File: src/rtl/bcd_7seg_scanner.sv
// Time-multiplexed 3-digit common-anode seven-segment scanner with per-frame BCD snapshot
// and optional leading-zero blanking; the fourth anode is never driven.
module bcd_7seg_scanner #(
    parameter int unsigned REFRESH_DIV = 100000,
    parameter bit          BLANK_LZ    = 1'b1
) (
    input  logic        CLK,
    input  logic        RST,
    input  logic [11:0] BCD,
    output logic [3:0]  AN,
    output logic [6:0]  SEG,
    output logic        FRAME
);

    localparam int unsigned CNT_W = (REFRESH_DIV > 1) ? $clog2(REFRESH_DIV) : 1;
    localparam logic [CNT_W-1:0] CNT_MAX = CNT_W'(REFRESH_DIV - 1);

    typedef enum logic [1:0] {
        DIG_UNITS    = 2'd0,
        DIG_TENS     = 2'd1,
        DIG_HUNDREDS = 2'd2
    } dig_e;

    logic [CNT_W-1:0] cnt_q, cnt_d;
    dig_e             dig_q, dig_d;
    logic [11:0]      snap_q, snap_d;
    logic [3:0]       an_q, an_d;
    logic [6:0]       seg_q, seg_d;
    logic             frame_q, frame_d;

    logic             tick_c;
    logic             capture_c;
    logic             blank_c;
    logic [3:0]       nib_c;

    // Active-low gfedcba decode; non-BCD nibbles render as a dash.
    function automatic logic [6:0] decode7(input logic [3:0] nib);
        logic [6:0] s;
        case (nib)
            4'd0:    s = 7'b1000000;
            4'd1:    s = 7'b1111001;
            4'd2:    s = 7'b0100100;
            4'd3:    s = 7'b0110000;
            4'd4:    s = 7'b0011001;
            4'd5:    s = 7'b0010010;
            4'd6:    s = 7'b0000010;
            4'd7:    s = 7'b1111000;
            4'd8:    s = 7'b0000000;
            4'd9:    s = 7'b0010000;
            default: s = 7'b0111111;
        endcase
        return s;
    endfunction

    always_ff @(posedge CLK) begin
        if (RST) begin
            cnt_q   <= '0;
            dig_q   <= DIG_UNITS;
            snap_q  <= '0;
            an_q    <= 4'b1111;
            seg_q   <= 7'b1111111;
            frame_q <= 1'b0;
        end else begin
            cnt_q   <= cnt_d;
            dig_q   <= dig_d;
            snap_q  <= snap_d;
            an_q    <= an_d;
            seg_q   <= seg_d;
            frame_q <= frame_d;
        end
    end

    always_comb begin
        cnt_d     = cnt_q + CNT_W'(1);
        dig_d     = dig_q;
        snap_d    = snap_q;
        an_d      = 4'b1111;
        seg_d     = 7'b1111111;
        tick_c    = (cnt_q == CNT_MAX);
        capture_c = 1'b0;
        blank_c   = 1'b0;
        nib_c     = snap_q[3:0];

        if (tick_c) begin
            cnt_d = '0;
            case (dig_q)
                DIG_UNITS: dig_d = DIG_TENS;
                DIG_TENS:  dig_d = DIG_HUNDREDS;
                default:   dig_d = DIG_UNITS;
            endcase
        end

        // Snapshot only at the end of the hundreds slot so a frame never mixes two values.
        capture_c = tick_c && (dig_q == DIG_HUNDREDS);
        if (capture_c) begin
            snap_d = BCD;
        end

        case (dig_q)
            DIG_TENS: begin
                nib_c   = snap_q[7:4];
                blank_c = BLANK_LZ && (snap_q[11:8] == 4'd0) && (snap_q[7:4] == 4'd0);
                an_d    = 4'b1101;
            end
            DIG_HUNDREDS: begin
                nib_c   = snap_q[11:8];
                blank_c = BLANK_LZ && (snap_q[11:8] == 4'd0);
                an_d    = 4'b1011;
            end
            default: begin
                nib_c   = snap_q[3:0];
                blank_c = 1'b0;
                an_d    = 4'b1110;
            end
        endcase

        if (blank_c) begin
            an_d  = 4'b1111;
            seg_d = 7'b1111111;
        end else begin
            seg_d = decode7(nib_c);
        end

        frame_d = capture_c;
    end

    assign AN    = an_q;
    assign SEG   = seg_q;
    assign FRAME = frame_q;

endmodule
File: config.mk
export PLATFORM = sky130hd
export DESIGN_NAME = bcd_7seg_scanner
export DESIGN_NICKNAME = d
export VERILOG_FILES = /design/src/rtl/bcd_7seg_scanner.sv
export SDC_FILE = /design/constraint.sdc
export NUM_CORES = 1
export LEC_CHECK = 0
export ABC_AREA = 1
export ABC_CLOCK_PERIOD_IN_PS = 4100
export CELL_PAD_IN_SITES_DETAIL_PLACEMENT = 1
export CELL_PAD_IN_SITES_GLOBAL_PLACEMENT = 1
export CORE_UTILIZATION = 43
export DETAILED_ROUTE_END_ITERATION = 10
export PLACE_DENSITY = 0.83
export SLEW_MARGIN = 25
export SYNTH_ARGS = -nofsm -noshare
export SYNTH_HDL_FRONTEND = slang
export SYNTH_SLANG_ARGS = --single-unit
File: constraint.sdc
create_clock -name CLK -period 4.1 [get_ports CLK]
set_input_delay 0.41 -clock CLK [delete_from_list [all_inputs] [get_ports CLK]]
set_output_delay 0.41 -clock CLK [all_outputs]
set_load 0.005 [all_outputs]
Word level (Yosys, flattened, before mapping)
Memories as Yosys holds them, arrays and structs flattened. A register that Yosys moved wholly into a read port is not among the register bits.
Cells that the tools add are included.
Widths: inputs -> output; s select.
{"block": "word_totals", "ff_bits": 36, "romBits": 112, "output_inout_bits": 12, "wordCells": 21, "memories": 1}
{"block": "op_classes", "addsub": 1, "eq_ne": 3, "n_mux": 4, "n_reduce_logical": 7}
{"name": "(no name shown)", "words": 16, "word_bits": 7, "rd": 1, "rd_ports_with_merged_regs": 1, "wr": 0, "line_no": "39", "rtl": "case (nib)"}
{"operator": "$add 17x1->17 const B", "n": 1}
{"operator": "$eq 17x17->1 const B", "n": 1}
{"operator": "$logic_not 4->1", "n": 2}
{"operator": "$pmux 4 s2", "n": 1}
{"operator": "$pmux 3 s2", "n": 1}
{"operator": "$pmux 2 s2", "n": 1}
{"operator": "$reduce_or 2->1", "n": 2}
{"operator": "$eq 2x1->1 const B", "n": 1}
{"operator": "$eq 2x2->1 const B", "n": 1}
{"operator": "$logic_and 1x1->1", "n": 2}
{"operator": "$logic_not 2->1", "n": 1}
{"operator": "$pmux 1 s2", "n": 1}

Logic depth before layout (Yosys ltp)
Gate-level depths: netlist (run 1).
{"block": "depth", "ltp_word": 4, "mapped_depth": 11, "depth_no_buf": 10}

Least setup slack after synthesis (run 1)
No wires, ideal clock.
{"block": "synth_path", "path_kind": "register to register", "startpoint": "register dig_q[0]", "endpoint": "register seg_q[5], in the netlist SEG[5]", "setup_time_ps": 121, "arrival_ps": 1842, "t_required_ps": 3979, "slack_ps": 2137, "stages_incl_launch_ff": 10, "path_buffers": 0, "path_cell_list": "dfxtp_1 > inv_1 > ha_1 > or2_2 > o21ai_2 > inv_1 > ha_1 > or2_2 > nand3_1 > nand2_1"}
{"block": "synth_between", "elab_chain_len": 3, "elab_cells_between_ends": 5, "cone_classes": "2 x eq/ne; 2 x mux; 1 x reduce/logical"}
{"element": "from (decl)", "line_no": "25", "rtl": "dig_e dig_q, dig_d;"}
{"element": "from (signal assigned)", "line_no": "65", "rtl": "dig_q <= dig_d;"}
{"element": "$eq 2x2->1 or $eq 2x1->1 (tied branches)", "line_no": "99", "rtl": "case (dig_q)"}
{"element": "$pmux 1 s2", "line_no": "99"}
{"element": "$reduce_or 2->1 (no line)"}
{"element": "to (decl)", "line_no": "28", "rtl": "logic [6:0] seg_q, seg_d;"}
Several ways; a longest one is shown, not always the timed one.
A chain may end at the register's enable or synchronous reset.

Final worst setup path (run 1)
Ends and elaborated chain as after synthesis.

==> results of run 1 <==
critical path, stage by stage (launching register included):
cell and delay [ns]:
dfxtp_1 0.39, inv_1 0.08, ha_1 0.43, nand2_1 0.15
nand2_1 0.07, o21ai_2 0.24, inv_1 0.13, ha_1 0.21
or2_2 0.29, nand3_1 0.08, nand2_1 0.06
layer usage:
layer	part of all wire (%)	up-vias	routed length (µm)
li1	-	998	-
met1	50	875	2390
met2	46	30	2190
met3	2.8	4	133
met4	1.0	0	48
met5	0	-	0
worst max-delay path by stage:
stage | start | end | slack (ns)
3_5_place_dp | dig_q[0] | SEG[5] | 1.88
4_1_cts | dig_q[0] | SEG[5] | 1.84
2_1_floorplan | dig_q[0] | SEG[5] | 2.14
5_1_grt | dig_q[0] | SEG[5] | 1.62
6_report | dig_q[0] | SEG[5] | 1.84
3_3_place_gp | dig_q[0] | SEG[5] | 1.97
flip-flops by register name (all words and copies together) (netlist names):
register	cells
snap_q	12
cnt_q	17
SEG	7
dig_q	2
AN	3
FRAME	1
final cells by class:
class | instances | area [µm²] | share of cell area, %
Tap cell | 67 | 83.8 | 3.33
Sequential cell | 42 | 841 | 33.4
Clock buffer | 7 | 86.3 | 3.43
Clock inverter | 1 | 5.00 | 0.199
Multi-Input combinational cell | 213 | 1090 | 43.3
Inverter | 43 | 161 | 6.42
Timing Repair Buffer | 25 | 248 | 9.85
layout by cell type, fill, tap and decap left out, drive strengths merged, types with 5 or more instances in the layout:
| master | Yosys | layout |
|---|---|---|
| a21oi | 9 | 9 |
| clkbuf | 1 | 7 |
| clkdlybuf4s50 | 0 | 24 |
| dfxtp | 42 | 42 |
| ha | 8 | 8 |
| inv | 41 | 41 |
| nand2 | 75 | 75 |
| nand3 | 20 | 20 |
| nand4 | 14 | 14 |
| nor2 | 56 | 56 |
| nor3 | 8 | 8 |
| o21ai | 8 | 8 |
| or2 | 7 | 7 |
| xor2 | 5 | 5 |
power by group through the flow:
stage	Clock, mW	Sequential, mW	Combinational [mW]
final	0.277	0.416	0.0387
after global routing	0.308	0.417	0.0445
after CTS	0.288	0.416	0.0396
after detailed placement	0	0.426	0.0395
after global placement	0	0.426	0.0385
after floorplan	0	0.426	0.0166
cell families (layout without fill, tap and decap cells):
kind of cell / after synthesis / count (layout) / synth area share [%]
compound gates: 17 / 17 / 4.30
xor+xnor: 6 / 6 / 2.44
fa+ha+maj: 8 / 8 / 4.65
buf+inv: 51 / 76 / 10.3
flops: 42 / 42 / 39.0
other cells: 1 / 1 / 0.174
simple gates: 181 / 181 / 39.0
cells in the mapped netlist:
library cell / count / area share, %
or2_2: 5 / 1.5
a21oi_1: 9 / 2.1
dfxtp_1: 42 / 39
xnor2_1: 1 / 0.41
nor2_4: 3 / 1.6
inv_2: 3 / 0.52
nand2_2: 4 / 1.2
clkbuf_1: 1 / 0.17
ha_1: 8 / 4.6
xor2_1: 5 / 2.0
nand4_1: 14 / 4.1
nor3b_1: 1 / 0.35
o21ai_2: 2 / 0.81
buf_2: 1 / 0.23
nor2_1: 50 / 8.7
nand3_4: 2 / 1.6
inv_1: 38 / 6.6
buf_4: 2 / 0.70
nand2_1: 71 / 12
o21ai_0: 6 / 1.4
nor2_2: 3 / 0.87
buf_1: 1 / 0.17
nor3_1: 8 / 1.9
nand3_2: 1 / 0.46
nand3_1: 17 / 4.0
conb_1: 1 / 0.17
buf_6: 3 / 1.6
clkinv_1: 2 / 0.35
or2_0: 2 / 0.58
==> summary.txt, run 1 <==
======================================================================================================
Result of the run                                                                            completed
Number of antenna-violating nets in the routed design                                                0
Iteration count of the initial detailed-routing pass                                                 4
Relative contribution of the clock network to total power                                        37.9%
Synthesis Warnings                                                                                   0
Post-route clock period utilization                                                              55.0%
Standard-cell rows                                                                                  25
Final hold violations                                                                                0
Number of antenna diodes                                                                             0
Capturing point of the worst reg2reg path                                                       SEG[5]
Routability congestion estimate                                                                  0.770
H-tree depth                                                                                         2
Worst hold slack                                                                              0.455 ns
Highest clock rate                                                                             443 MHz
Count of filler cells inserted in the layout                                                       651
Setup crit end kind                                                                               flop
Relative slew slack                                                                              56.6%
Sw Share                                                                                         21.9%
Pleak                                                                                          1.01 nW
Die height                                                                                     72.8 µm
Horizontal die dimension                                                                       72.8 µm
Critical Path RT                                                                               4.28 ns
P_int                                                                                           572 µW
Layout overhead on the synthesized area                                                          16.8%
Number of design-rule violations left by the first detailed-router iteration                        93
Final Cell Area                                                                               2510 µm²
Post-cts repair resize count                                                                         0
P per Cell Area                                                                             291 nW/µm²
Num Clock Sinks                                                                                     42
Category of the most critical setup path                                                  flop to flop
Mapped Nets                                                                                        328
Pin slew with the least headroom to its limit                                                 0.651 ns
Min-delay worst type                                                                      flop to flop
Gate count after technology mapping                                                                306
Netlist Area Pre-Place                                                                        2150 µm²
CTS tree                                                                                           yes
Count of buffers from port buffering                                                                24
Global-route wire length before repair                                                         8.31 mm
Total power                                                                                     732 µW
Average routed wire per standard cell                                                          12.0 µm
Relative contribution of sequential cells to total power                                         56.8%
Yosys cell types                                                                                    29
Data arrival time at the worst-slack endpoint                                                  2.44 ns
Vias after detailed routing                                                                       1907
Hpwl dp                                                                                        3.56 mm
Overall routed net length                                                                      4.76 mm
Worst r2r path cells                                                                                10
Clock transition at the register clock pins on the worst setup and hold paths after CTS        0.08 ns
Setup tns final                                                                                   0 ns
Net count reported at finish                                                                       352
Endpoint of the worst hold path                                                               cnt_q[0]
Clock Root Buffer                                                                             clkbuf_8
Share of post-route cells with drive strength above 1                                            9.37%
Final instance count without filler cells                                                          398
Number of antenna violations at the first check in global routing                                    0
Min Clock Period, post-route                                                                   2.26 ns
Met2 track utilization from global routing                                                       33.2%
Maximum number of buffers from clock root to sink                                                    2
CTS Hold Buffers Added                                                                               0
Placed inst area                                                                              2420 µm²
Setup Slack @ Placement                                                                        1.88 ns
Worst Hold Launch                                                                             cnt_q[0]
Net Switching                                                                                   161 µW
Total global-route track usage                                                                   20.4%
Syn avg cell area                                                                             7.04 µm²
Core area                                                                                     4790 µm²
Maximum number of pins on one net before global-route repair                                        19
Number of global-route vias before repair                                                         1820
Kind of start point of the critical path                                                          flop
Number of register bits inferred by synthesis                                                       42
Leftover overflow at the end of global routing                                                       0
DP Cell Count                                                                                      390
Count of pins over their slew limit                                                                  0
Post-CTS setup-driven buffer insertion count                                                         0
Number of maximum-capacitance violations                                                             0
Logic pwr share                                                                                   5.3%
Launch instance of the worst register-to-register path                                        dig_q[0]
Busiest layer in global routing                                                                   met2
Post-route clock skew                                                                       0.00318 ns
Vias per inst                                                                                     4.79
DRC violation count after routing                                                                    0
Starting density of the core                                                                     45.0%
Worst Slack Setup Final                                                                        1.84 ns
Maximum vdd ir drop                                                                             148 µV
Maximum net fanout on the critical path                                                             18
Die footprint                                                                                 5290 µm²
Final Util                                                                                       52.5%
Setup repair after global routing missed its margin                                                 no
Clock buffers created by TritonCTS                                                                   5
Met1 Track Usage GR                                                                              27.1%
Met3 Resource Use GR                                                                             4.14%
Clock latency reported for the late side of the worst-skew pair                                0.29 ns
I/O pin total                                                                                       26
Final setup fails                                                                                    0
Sequential cell area fraction in the yosys report                                                39.0%
Slack of the worst reg-to-reg path                                                             1.84 ns
WHS Path Cells                                                                                       1
======================================================================================================
Note: power is estimated with default switching activity, not from simulation.
==> inputs of run 2 (changes only) <==
Settings changed: ABC_CLOCK_PERIOD_IN_PS 4100 to 2000, CORE_UTILIZATION 43 to 36, PLACE_DENSITY 0.83 to 0.74.
Clock period 4.1 ns to 2 ns, I/O delays scaled along.
==> summary.txt, run 2 (synthesis results as in run 1) <==
======================================================================================================
Result of the run                                                                            completed
Launch instance of the worst register-to-register path                                        dig_q[1]
Setup crit end kind                                                                               flop
Final setup fails                                                                                    0   unchanged
Number of maximum-capacitance violations                                                             0   unchanged
Core area                                                                                     5640 µm²   +18%
Pleak                                                                                          1.04 nW   +2.8%
Overall routed net length                                                                      5.02 mm   +5.4%
Critical Path RT                                                                               2.19 ns   -2.09 ns
Capturing point of the worst reg2reg path                                                       SEG[5]
Setup tns final                                                                                   0 ns   unchanged
Final instance count without filler cells                                                          409   +2.8%
Maximum vdd ir drop                                                                             230 µV   +56%
Area taken by multi-input logic gates                                                         1120 µm²   +2.8%
Min Clock Period, post-route                                                                   1.88 ns   -0.372 ns
Layout overhead on the synthesized area                                                          20.3%
Number of antenna violations at the first check in global routing                                    0   unchanged
Post-cts repair resize count                                                                         1   +1
CP Buf/Inv Count                                                                                     2   unchanged
Maximum cell stage delay along the critical path                                               0.33 ns   -0.10 ns
Number of flip-flops in the largest register                                                        17   unchanged
Clock buffers created by TritonCTS                                                                   5   unchanged
Min-delay worst type                                                                      flop to flop
Relative slew slack                                                                              64.0%   +7.4 points
Pin slew with the least headroom to its limit                                                 0.536 ns   -0.115 ns
Register Area                                                                                  842 µm²   +0.15%
Cell breakdown of the critical path                                                       inv_1 > ha_4 > or2_2 > o21ai_4 > inv_1 > ha_1 > or2_2 > nand3_1 > nand2_1
Final hold violations                                                                                0   unchanged
DRC violation count after routing                                                                    0   unchanged
Count of buffers from port buffering                                                                24   unchanged
Highest clock rate                                                                             531 MHz   +20%
Iteration count of the initial detailed-routing pass                                                 4   unchanged
Maximum net fanout on the critical path                                                              4   -14
Clock transition at the register clock pins on the worst setup and hold paths after CTS        0.08 ns   about the same
Number of design-rule violations left by the first detailed-router iteration                        68   -27%
Post-route clock skew                                                                       0.00803 ns   +0.00485 ns
Leftover overflow at the end of global routing                                                       0   unchanged
Data arrival time at the worst-slack endpoint                                                  2.07 ns   -0.37 ns
Category of the most critical setup path                                                  flop to flop
Num Clock Sinks                                                                                     42   unchanged
Slowest library cell on the worst path                                                         dfxtp_2
Slack of the worst reg-to-reg path                                                             0.12 ns   -1.73 ns
Family with the most delay on the worst path                                              simple AND/OR/NAND/NOR gates
Share of post-route cells with drive strength above 1                                            11.6%   +2.2 points
Global-route wire length before repair                                                         8.82 mm   +6.2%
Count of filler cells inserted in the layout                                                       725   +11%
Vias per inst                                                                                     4.73   -1.3%
Kind of start point of the critical path                                                          flop
Capture point of the worst path                                                                 SEG[5]
Cell depth of the worst setup path                                                                   9   -1
Clock latency reported for the late side of the worst-skew pair                                0.30 ns   about the same
Starting density of the core                                                                     38.2%   -6.8 points
Number of antenna-violating nets in the routed design                                                0   unchanged
Final Util                                                                                       45.9%   -6.6 points
Die footprint                                                                                 6290 µm²   +19%
Net count reported at finish                                                                       359   +2.0%
Top reg by flops                                                                                 cnt_q
Critical Path Source                                                                          dig_q[1]
Number of antenna diodes                                                                             0   unchanged
Maximum number of pins on one net before global-route repair                                        18   -1
Vias after detailed routing                                                                       1935   +1.5%
Most frequent cells in the layout                                                         71 x nand2_1, 50 x nor2_1, 41 x dfxtp_1
I/O pin total                                                                                       26   unchanged
Total power                                                                                    1.47 mW   +100%
Routability congestion estimate                                                                  0.817   +6.2%
Most common cell after layout, fill and taps aside                                             nand2_1
Post-route clock period utilization                                                              94.2%   +39 points
Hpwl dp                                                                                        3.85 mm   +8.1%
Count of pins over their slew limit                                                                  0   unchanged
CTS tree                                                                                           yes
Number of global-route vias before repair                                                         1966   +8.0%
P per Cell Area                                                                             566 nW/µm²   +94%
Die height                                                                                     79.3 µm   +9.0%
Horizontal die dimension                                                                       79.3 µm   +9.0%
Post-CTS setup-driven buffer insertion count                                                         0   unchanged
Average routed wire per standard cell                                                          12.3 µm   +2.6%
Standard-cell rows                                                                                  27   +8.0%
CTS Hold Buffers Added                                                                               0   unchanged
Clock Root Buffer                                                                             clkbuf_8
Total global-route track usage                                                                   18.0%   -2.4 points
Worst r2r path cells                                                                                 9   -1
Maximum number of buffers from clock root to sink                                                    2   unchanged
H-tree depth                                                                                         2   unchanged
DP Cell Count                                                                                      402   +3.1%
======================================================================================================
-- run 2: cell types whose count changed in the layout (fill, tap and decap cells not counted), moves of 2 or more --
cell,change
ha_1,-2
buf_4,+7
o21ai_4,+2
o21ai_2,-2
-- run 2: power by group --
| part | switching, mW | total, mW | internal (mW) |
|---|---|---|---|
| Sequential | 0.00576 | 0.854 | 0.848 |
| Combinational | 0.0351 | 0.0816 | 0.0465 |
| Clock | 0.290 | 0.531 | 0.241 |
-- run 2: area by class of cell --
class | instances | area share [%]
clock buffer | 7 | 2.95
inverter | 43 | 6.23
multi-input combinational | 213 | 43.2
sequential | 42 | 32.5
tap | 72 | 3.48
timing repair buffer | 32 | 11.6
-- run 2: routing by layer --
layer,vias to the layer above,global-route usage (%),share of wire (%)
met4,0,6.00,1.5
met2,23,30.5,46
met5,-,0,0
met1,892,22.9,51
li1,1013,-,-
met3,7,3.10,2.0
-- run 2: worst register-to-register path, stage by stage (launching register included) --
cell and delay [ns]:
dfxtp_2 0.33, inv_1 0.13, ha_4 0.23, or2_2 0.31, o21ai_4 0.09, inv_1 0.08, ha_1 0.19, or2_2 0.28
nand3_1 0.08, nand2_1 0.05
-- run 2: how the worst min path moves through the flow --
stage                  start  endpoint  slack (ns)  cells past startpoint
floorplan                RST     FRAME        0.28                      1
global placement    cnt_q[0]  cnt_q[0]        0.43                      1
detailed placement  cnt_q[0]  cnt_q[0]        0.45                      1
CTS                 cnt_q[0]  cnt_q[0]        0.46                      1
global route        cnt_q[0]  cnt_q[0]        0.50                      1
finish              cnt_q[0]  cnt_q[0]        0.46                      1
-- run 2: through the flow --
| step | area, µm² | worst slack, ns | hold slack [ns] |
|---|---|---|---|
| 2_1_floorplan | 2150 | 0.0374 | 0.277 |
| 3_3_place_gp | 2480 | 0.0983 | 0.432 |
| 3_5_place_dp | 2480 | 0.0131 | 0.446 |
| 4_1_cts | 2570 | 0.0722 | 0.459 |
| 5_1_grt | 2590 | -0.000325 | 0.499 |
| 6_report | 2590 | 0.116 | 0.463 |
